File: config.mk
export PLATFORM = sky130hd
export DESIGN_NAME = multicycle_control
export DESIGN_NICKNAME = d
export VERILOG_FILES = /design/src/rtl/multicycle_control.sv
export SDC_FILE = /design/constraint.sdc
export NUM_CORES = 1
export LEC_CHECK = 0
export CAP_MARGIN = 20
export CORE_UTILIZATION = 52
export DETAILED_ROUTE_END_ITERATION = 7
export PLACE_DENSITY = 0.86
export SLEW_MARGIN = 20
export SYNTH_ARGS = -nofsm -noshare
export SYNTH_HDL_FRONTEND = slang
export SYNTH_SLANG_ARGS = --single-unit
File: constraint.sdc
create_clock -name clk -period 4 [get_ports clk]
set_clock_uncertainty 0.2 [all_clocks]
set_input_delay 0.8 -clock clk [delete_from_list [all_inputs] [get_ports clk]]
set_output_delay 0.8 -clock clk [all_outputs]
set_load 0.01 [all_outputs]
File: src/rtl/multicycle_control.sv
// -----------------------------------------------------------------------------
// multicycle_control
//
// Control FSM for a multicycle RISC-V datapath that shares one memory and one
// ALU between instruction fetch, address generation and execution. Each
// instruction walks FETCH -> DECODE -> class-specific states -> FETCH. Memory
// states wait on Mem_Ready_i. The block also counts retired instructions and
// flags illegal opcodes.
//
// Ports
//   clk            system clock, rising edge
//   reset          asynchronous, active-low reset
//   OP_i           opcode from the instruction register (used in DECODE, MEM_ADDR)
//   Mem_Ready_i    memory finished the current read/write this cycle
//   PC_Write_o     unconditional PC load
//   Branch_o       conditional PC load (datapath qualifies with compare result)
//   IorD_o         memory address select: 0 = PC, 1 = ALUOut
//   Mem_Read_o     memory read request
//   Mem_Write_o    memory write request
//   IR_Write_o     instruction register load
//   Mem_to_Reg_o   writeback select: 00 ALUOut, 01 MDR, 10 PC
//   Reg_Write_o    register file write enable
//   ALU_Src_A_o    ALU A select: 00 PC, 01 rs1, 10 OldPC
//   ALU_Src_B_o    ALU B select: 00 rs2, 01 constant 4, 10 immediate
//   ALU_Op_o       ALU operation class (zero-extended 3-bit code)
//   PC_Src_o       PC source: 00 ALU result, 01 ALUOut
//   Illegal_o      illegal opcode detected
//   State_o        current state encoding (debug)
//   Instr_Count_o  retired-instruction counter (wraps)
// -----------------------------------------------------------------------------
module multicycle_control #(
    parameter int ALU_OP_W        = 3,
    parameter int INSTR_CNT_W     = 32,
    parameter bit TRAP_ON_ILLEGAL = 1'b1
) (
    input  logic                   clk,
    input  logic                   reset,
    input  logic [6:0]             OP_i,
    input  logic                   Mem_Ready_i,
    output logic                   PC_Write_o,
    output logic                   Branch_o,
    output logic                   IorD_o,
    output logic                   Mem_Read_o,
    output logic                   Mem_Write_o,
    output logic                   IR_Write_o,
    output logic [1:0]             Mem_to_Reg_o,
    output logic                   Reg_Write_o,
    output logic [1:0]             ALU_Src_A_o,
    output logic [1:0]             ALU_Src_B_o,
    output logic [ALU_OP_W-1:0]    ALU_Op_o,
    output logic [1:0]             PC_Src_o,
    output logic                   Illegal_o,
    output logic [3:0]             State_o,
    output logic [INSTR_CNT_W-1:0] Instr_Count_o
);

    localparam logic [6:0] OP_R      = 7'h33;
    localparam logic [6:0] OP_I      = 7'h13;
    localparam logic [6:0] OP_LOAD   = 7'h03;
    localparam logic [6:0] OP_STORE  = 7'h23;
    localparam logic [6:0] OP_BRANCH = 7'h63;
    localparam logic [6:0] OP_JAL    = 7'h6F;
    localparam logic [6:0] OP_JALR   = 7'h67;
    localparam logic [6:0] OP_LUI    = 7'h37;

    localparam logic [2:0] ALU_R    = 3'b000;
    localparam logic [2:0] ALU_I    = 3'b001;
    localparam logic [2:0] ALU_U    = 3'b010;
    localparam logic [2:0] ALU_ADDR = 3'b011;
    localparam logic [2:0] ALU_BR   = 3'b100;
    localparam logic [2:0] ALU_ADD  = 3'b110;

    typedef enum logic [3:0] {
        S_FETCH     = 4'd0,
        S_DECODE    = 4'd1,
        S_EXEC_R    = 4'd2,
        S_EXEC_I    = 4'd3,
        S_LUI       = 4'd4,
        S_ALU_WB    = 4'd5,
        S_MEM_ADDR  = 4'd6,
        S_MEM_READ  = 4'd7,
        S_MEM_WB    = 4'd8,
        S_MEM_WRITE = 4'd9,
        S_BRANCH    = 4'd10,
        S_JAL       = 4'd11,
        S_JALR      = 4'd12,
        S_ILLEGAL   = 4'd15
    } state_t;

    state_t                 state_reg;
    state_t                 state_next;
    logic [INSTR_CNT_W-1:0] count_reg;

    logic       pc_write;
    logic       branch;
    logic       iord;
    logic       mem_read;
    logic       mem_write;
    logic       ir_write;
    logic [1:0] mem_to_reg;
    logic       reg_write;
    logic [1:0] alu_src_a;
    logic [1:0] alu_src_b;
    logic [2:0] alu_op;
    logic [1:0] pc_src;
    logic       retire;

    always_ff @(posedge clk or negedge reset) begin
        if (!reset) begin
            state_reg <= S_FETCH;
            count_reg <= '0;
        end else begin
            state_reg <= state_next;
            if (retire) begin
                count_reg <= count_reg + INSTR_CNT_W'(1);
            end
        end
    end

    always_comb begin
        state_next = state_reg;
        retire     = 1'b0;
        pc_write   = 1'b0;
        branch     = 1'b0;
        iord       = 1'b0;
        mem_read   = 1'b0;
        mem_write  = 1'b0;
        ir_write   = 1'b0;
        mem_to_reg = 2'b00;
        reg_write  = 1'b0;
        alu_src_a  = 2'b00;
        alu_src_b  = 2'b00;
        alu_op     = 3'b000;
        pc_src     = 2'b00;

        case (state_reg)
            S_FETCH: begin
                // PC+4 is computed while the instruction is read; IR and PC
                // only load on the cycle the memory delivers.
                mem_read  = 1'b1;
                alu_src_b = 2'b01;
                alu_op    = ALU_ADD;
                ir_write  = Mem_Ready_i;
                pc_write  = Mem_Ready_i;
                if (Mem_Ready_i) begin
                    state_next = S_DECODE;
                end
            end
            S_DECODE: begin
                // Precompute OldPC + imm into ALUOut for branch/JAL targets.
                alu_src_a = 2'b10;
                alu_src_b = 2'b10;
                alu_op    = ALU_ADD;
                case (OP_i)
                    OP_R:                state_next = S_EXEC_R;
                    OP_I:                state_next = S_EXEC_I;
                    OP_LOAD, OP_STORE:   state_next = S_MEM_ADDR;
                    OP_BRANCH:           state_next = S_BRANCH;
                    OP_JAL:              state_next = S_JAL;
                    OP_JALR:             state_next = S_JALR;
                    OP_LUI:              state_next = S_LUI;
                    default:             state_next = S_ILLEGAL;
                endcase
            end
            S_EXEC_R: begin
                alu_src_a  = 2'b01;
                alu_src_b  = 2'b00;
                alu_op     = ALU_R;
                state_next = S_ALU_WB;
            end
            S_EXEC_I: begin
                alu_src_a  = 2'b01;
                alu_src_b  = 2'b10;
                alu_op     = ALU_I;
                state_next = S_ALU_WB;
            end
            S_LUI: begin
                alu_src_b  = 2'b10;
                alu_op     = ALU_U;
                state_next = S_ALU_WB;
            end
            S_ALU_WB: begin
                reg_write  = 1'b1;
                mem_to_reg = 2'b00;
                retire     = 1'b1;
                state_next = S_FETCH;
            end
            S_MEM_ADDR: begin
                alu_src_a  = 2'b01;
                alu_src_b  = 2'b10;
                alu_op     = ALU_ADDR;
                state_next = (OP_i == OP_LOAD) ? S_MEM_READ : S_MEM_WRITE;
            end
            S_MEM_READ: begin
                iord     = 1'b1;
                mem_read = 1'b1;
                if (Mem_Ready_i) begin
                    state_next = S_MEM_WB;
                end
            end
            S_MEM_WB: begin
                reg_write  = 1'b1;
                mem_to_reg = 2'b01;
                retire     = 1'b1;
                state_next = S_FETCH;
            end
            S_MEM_WRITE: begin
                iord      = 1'b1;
                mem_write = 1'b1;
                if (Mem_Ready_i) begin
                    retire     = 1'b1;
                    state_next = S_FETCH;
                end
            end
            S_BRANCH: begin
                alu_src_a  = 2'b01;
                alu_src_b  = 2'b00;
                alu_op     = ALU_BR;
                branch     = 1'b1;
                pc_src     = 2'b01;
                retire     = 1'b1;
                state_next = S_FETCH;
            end
            S_JAL: begin
                // PC already holds OldPC+4 from FETCH, so it is the link value.
                pc_write   = 1'b1;
                pc_src     = 2'b01;
                reg_write  = 1'b1;
                mem_to_reg = 2'b10;
                retire     = 1'b1;
                state_next = S_FETCH;
            end
            S_JALR: begin
                alu_src_a  = 2'b01;
                alu_src_b  = 2'b10;
                alu_op     = ALU_ADD;
                pc_src     = 2'b00;
                pc_write   = 1'b1;
                reg_write  = 1'b1;
                mem_to_reg = 2'b10;
                retire     = 1'b1;
                state_next = S_FETCH;
            end
            S_ILLEGAL: begin
                state_next = TRAP_ON_ILLEGAL ? S_ILLEGAL : S_FETCH;
            end
            default: begin
                // Unused encodings recover to a clean fetch.
                state_next = S_FETCH;
            end
        endcase
    end

    // Enables are masked while reset is held so nothing in the datapath
    // moves even though the FETCH decode is active.
    assign PC_Write_o    = pc_write  & reset;
    assign Branch_o      = branch    & reset;
    assign Mem_Read_o    = mem_read  & reset;
    assign Mem_Write_o   = mem_write & reset;
    assign IR_Write_o    = ir_write  & reset;
    assign Reg_Write_o   = reg_write & reset;
    assign IorD_o        = iord;
    assign Mem_to_Reg_o  = mem_to_reg;
    assign ALU_Src_A_o   = alu_src_a;
    assign ALU_Src_B_o   = alu_src_b;
    assign ALU_Op_o      = ALU_OP_W'(alu_op);
    assign PC_Src_o      = pc_src;
    assign Illegal_o     = (state_reg == S_ILLEGAL);
    assign State_o       = state_reg;
    assign Instr_Count_o = count_reg;

endmodule

# [Word level (Yosys, flattened, before mapping)]
# Cells that the tools add are included.
[totals] register_bits=36 input_bits=10 word_cells=66
[op_classes] add_sub_neg=1 n_eq_ne=24 mux=20 bitwise_logic=6 n_reduce_logical=13
[ops] op="4-bit one-hot mux with 7 select lines" n=2
[ops] op="32-bit by 1-bit adder with 32-bit output (second input constant)" n=1
[ops] op="4-bit == test (second input constant)" n=6
[ops] op="7-bit by 6-bit == test with 1-bit output (second input constant)" n=3
[ops] op="7-bit == test (second input constant)" n=3
[ops] op="4-bit by 3-bit == test with 1-bit output (second input constant)" n=4
[ops] op="4-bit two-way mux" n=4
[ops] op="3-bit one-hot mux with 5 select lines" n=1
[ops] op="5-bit OR reduction" n=3
[ops] op="2-bit one-hot mux with 2 select lines" n=3
[ops] op="2-bit OR reduction" n=5
[ops] op="4-bit by 2-bit == test with 1-bit output (second input constant)" n=2
[ops] op="1-bit two-way mux" n=8
[ops] op="7-bit by 2-bit == test with 1-bit output (second input constant)" n=1
[ops] op="7-bit by 5-bit == test with 1-bit output (second input constant)" n=1
[ops] op="1-bit AND" n=6
[ops] op="2-bit inequality test (second input constant)" n=3
[ops] op="3-bit OR reduction" n=2
[ops] op="4-bit by 1-bit == test with 1-bit output (second input constant)" n=1
[ops] op="4-bit zero test" n=1
[ops] op="1-bit one-hot mux with 2 select lines" n=2
[ops] op="4-bit OR reduction" n=1
[ops] op="3-bit AND reduction" n=1

# [Logic depth before layout (Yosys ltp)]
[logic_depth] word_depth=4 ltp_mapped=6 depth_no_buf=5

# [Worst setup path after synthesis]
# Ideal clock, no wire load.
[synth_path] path_kind="reg-to-output" startpoint="register state_reg[1], in the netlist State_o[1]" endpoint="output port PC_Write_o" t_arrival_ns=1.563 required_ns=3.000 slack_ns=1.437 stages_incl_launch_ff=5 n_path_buf=1 cell_sequence="dfrtp_1 clkbuf_1 nor4_1 and2_1 o21a_1"
[synth_via] elab_chain_len=4
[synth_rtl] element="start: declaration" line="90" rtl="state_t state_reg;"
[synth_rtl] element="start signal: assignment" line="113" rtl="state_reg <= state_next;"
[synth_rtl] element="4-bit == test" line="136" rtl="case (state_reg)"
[synth_rtl] element="2-bit OR reduction (no line)"
[synth_rtl] element="1-bit one-hot mux with 2 select lines (*)" line="136"
[synth_rtl] element="1-bit AND (*)" line="256" rtl="assign PC_Write_o = pc_write & reset;"
[synth_rtl] element="end: declaration" line="40" rtl="output logic PC_Write_o,"
# Every way passes the cells marked *; elsewhere a longest branch is shown, timed or not.

# [Worst setup path after layout]
[layout_path] startpoint="register state_reg[1], in the netlist State_o[1]" endpoint="output port Reg_Write_o"
[layout_via] elab_chain_len=4
[layout_rtl] element="4-bit == test or 4-bit by 3-bit == test with 1-bit output (tied branches)" line="136"
[layout_rtl] element="4-bit OR reduction (no line) (*)"
[layout_rtl] element="1-bit two-way mux (*)" line="136"
[layout_rtl] element="1-bit AND (*)" line="261" rtl="assign Reg_Write_o = reg_write & reset;"
[layout_rtl] element="end: declaration" line="47" rtl="output logic Reg_Write_o,"
# Marked as above.

==> parameters.txt <==
Parameter                              Value

Global route
  Total overflow reported by the global router    0
  Initial antenna violation count    0
  Wire length of the first global-routing pass    approximately 8000 um
  GRT Overall Usage    0.2307
  Pin count of the biggest net entering global routing    32
  Via count of the first global-routing pass    around 1700

Finish
  Relative area change from synthesis to final layout    29.40%
  Most common cell after layout, fill and taps aside    clkdlybuf4s50_1
  # diodes    0
  Register area    between 900 and 1000 um2
  Post-route cell area    about 3000 um2
  Fraction of layout cells with a size suffix above 1    0.08562
  Net count of the finished layout    ~300
  Finished Layout Cells    about 340
  Layout fillers    337
  Multi-input gate area in the final layout    about 1300 um2
  Core occupancy in the finished layout    0.7216
  Most frequent cells in the layout    clkdlybuf4s50_1 (62), dfrtp_1 (36), xor2_1 (31)

Die
  Die span in y    a little under 70 um
  Core area    around 4100 um2
  Initial cell density of the core    0.5577
  Top-level I/O count    65
  Placement Rows    23
  Width of the die    68.67 um
  Area of the die    4715 um2

Pwr
  Net load switching power    roughly 650 uW
  Maximum resistive drop on vdd    0.3215 mV
  Clock power share    0.143
  Switching portion of total power    0.4105
  Leakage power of the design    approximately 1.1 nW
  Power density over cell area    roughly 530 nW/um2
  Internal Power    approximately 930 uW
  Combinational share of power    0.484
  Final Total Pwr    roughly 1.6 mW
  Relative contribution of sequential cells to total power    0.373

Placement
  Number of instances in the placed design    337
  Count of buffers inserted at the top-level ports    between 60 and 70
  Dpl hpwl    ~3700 um
  Last weighted congestion value of the routability-driven placer    around 0.8
  Area after DPL    2922 um2

Clock tree
  Clock tree sinks    36
  CTS Buffer Depth    2
  Clock tree root driver cell    clkbuf_8
  Clock tree from TritonCTS    yes
  # hold bufs at CTS    0
  Cts bufs inserted    5
  Post-cts resize count    0
  H-tree levels    2
  Post-CTS setup buffers    0
  Clock Pin Slew Worst Setup and Hold Paths    0.06 ns
  Clock insertion delay at the later pin of the skew report    roughly 0.28 ns

Route
  Post-route DRC    0
  Met3 routed WL    around 170 um
  Final ANT Viol Nets    0
  Detailed-route wire length    about 5300 um
  Met1 Wirelength    ~2500 um
  WL per Instance    ~15 um
  Top metal layer carrying routed signals    met4
  First-pass iteration count of the detailed router    4
  Number of DRC markers in iteration 0    roughly 140
  Vias after detailed routing    1984
  Total length of routed met2 wires    2475 um
  Via count normalized by instance count    between 5 and 6

Worst setup path
  Combined buffer and inverter count along the critical path    1
  Classification of the worst setup path    reg -> out
  Worst setup EP type    output pin
  Crit-path max FO    26
  Delay of the slowest critical-path stage    between 0.7 and 0.8 ns
  Critical path's top delay family    flip-flops
  Critical path's slowest cell    dfrtp_1
  Required time at the endpoint of the critical path    around 3 ns
  Setup crit start kind    register
  Worst endpoint data arrival time    approximately 2.4 ns
  Cell Chain, Critical Path    nor2b_1 -> and2_1 -> o21ai_0 -> a21boi_0 -> clkdlybuf4s50_1

Synth
  Top cell type's share of synthesized area    0.3898
  Share of flip-flops with an asynchronous set or reset    1.000
  Post-synth net total    250
  #FFs+latches synth    36
  Number of cells produced by synthesis    between 200 and 250
  Area of the mapped netlist    between 2000 and 2500 um2
  Cell types with the largest area share after synthesis    dfrtp_1 (39%), xor2_1 (12%), nor4_2 (6.0%), nand2_1 (3.4%), nand3_1 (2.6%)
  Seq/Total Area, Yosys    0.3898
  Mean post-synth cell area    9.669 um2
  Synth unique cells    51
  Top cell type by total area after synthesis    dfrtp_1
  Dominant synthesized flop cell    dfrtp_1
  Number of enable-type register cells in the synthesized netlist    0
  Number of warnings reported in the yosys synthesis log    0

Timing
  Final number of hold-violating endpoints    0
  Final setup violation count    0
  Unrepaired setup endpoints after global routing    false
  Final number of max-transition violations    0
  Highest clock frequency the design can meet    roughly 290 MHz
  Slew of the pin with the lowest slew margin    0.8408 ns
  Final worst-path cycle share    0.8569
  Relative slew slack    0.4395
  Clock period minus final worst setup slack    about 3.4 ns
  Total negative slack for setup checks    0 ns

Run
  Maxcap violations    0

Run status
  Outcome    finished clean

Hold path
  Class of the tightest hold or removal check    in -> async
[power groups by stage]
stage / Combinational (mW) / Sequential [mW] / Clock, mW
final: 0.764 / 0.589 / 0.226
after global routing: 0.827 / 0.609 / 0.246
after CTS: 0.767 / 0.585 / 0.229
after detailed placement: 0.763 / 0.592 / 0
after global placement: 0.752 / 0.589 / 0
after floorplan: 0.546 / 0.513 / 0
[worst paths after layout]
path	to	cells past startpoint	startpoint	slack (ns)
max in group asynchronous	Instr_Count_o[9]	2	reset	2.71
worst max-delay path	Reg_Write_o	5	State_o[1]	0.57
worst min register to register	Instr_Count_o[31]	1	Instr_Count_o[31]	0.29
worst max register to register	Instr_Count_o[29]	5	State_o[3]	1.33
worst min-delay path	Instr_Count_o[10]	1	reset	0.24
min in group clk	Instr_Count_o[31]	1	Instr_Count_o[31]	0.29
[cell usage after synthesis (2+ instances only)]
cell,instances
nand3b_1,4
nand2b_1,6
nor3b_1,7
xnor2_1,3
nor3_1,10
and2_1,4
clkbuf_1,8
buf_2,2
nor4_1,2
o31ai_1,3
a21oi_1,4
nand4_1,4
nor2_1,14
xor2_1,31
buf_6,3
nand3_1,12
dfrtp_1,36
nor2b_1,3
buf_1,3
nor4b_1,3
a21boi_0,2
and3_1,5
and4_1,6
nor4_2,11
nand2_1,21
o21ai_0,7
[through the flow]
stage / setup slack [ns] / hold slack, ns
6_report: 0.5723 / 0.2401
5_1_grt: 0.3603 / 0.2492
4_1_cts: 0.5864 / 0.2378
3_5_place_dp: 0.8257 / 0.2812
3_3_place_gp: 0.8416 / 0.2661
2_1_floorplan: 1.437 / 0.3039
[state kept, by name, summed over array words and instances (netlist names)]
name,cells
Instr_Count_o,32
State_o,4
[kinds of logic after synthesis]
logic type,synth area share
compound gates,0.08501
xor+xnor,0.1289
fa+ha+maj,0.005413
buf+inv,0.04169
flops,0.3898
mux,0.004872
other cells,0.001623
simple gates,0.3427
[worst register-to-register path: cells and delay by family, from the launching register on]
family                    cells  cell delay [ns]
DFF                           1             0.89
and+or+nand+nor               2             0.75
AOI/OAI and AO/OA             1             0.28
buffers and inverters         1             0.28
xor gates and xnor gates      1             0.19
[final cells by class]
| class | count | area share |
|---|---|---|
| Inverter | 1 | 0.001255 |
| Tap cell | 50 | 0.02092 |
| Multi-Input combinational cell | 185 | 0.4393 |
| Sequential cell | 36 | 0.3013 |
| Timing Repair Buffer | 65 | 0.2142 |
| Clock buffer | 5 | 0.02301 |
[per-layer routing]
| layer | global-route usage | vias to the layer above |
|---|---|---|
| li1 | - | 963 |
| met1 | 0.3326 | 962 |
| met2 | 0.3444 | 52 |
| met3 | 0.04441 | 7 |
| met4 | 0.07552 | 0 |
| met5 | 0 | - |
No activity file was read; power rests on OpenSTA's default activity.
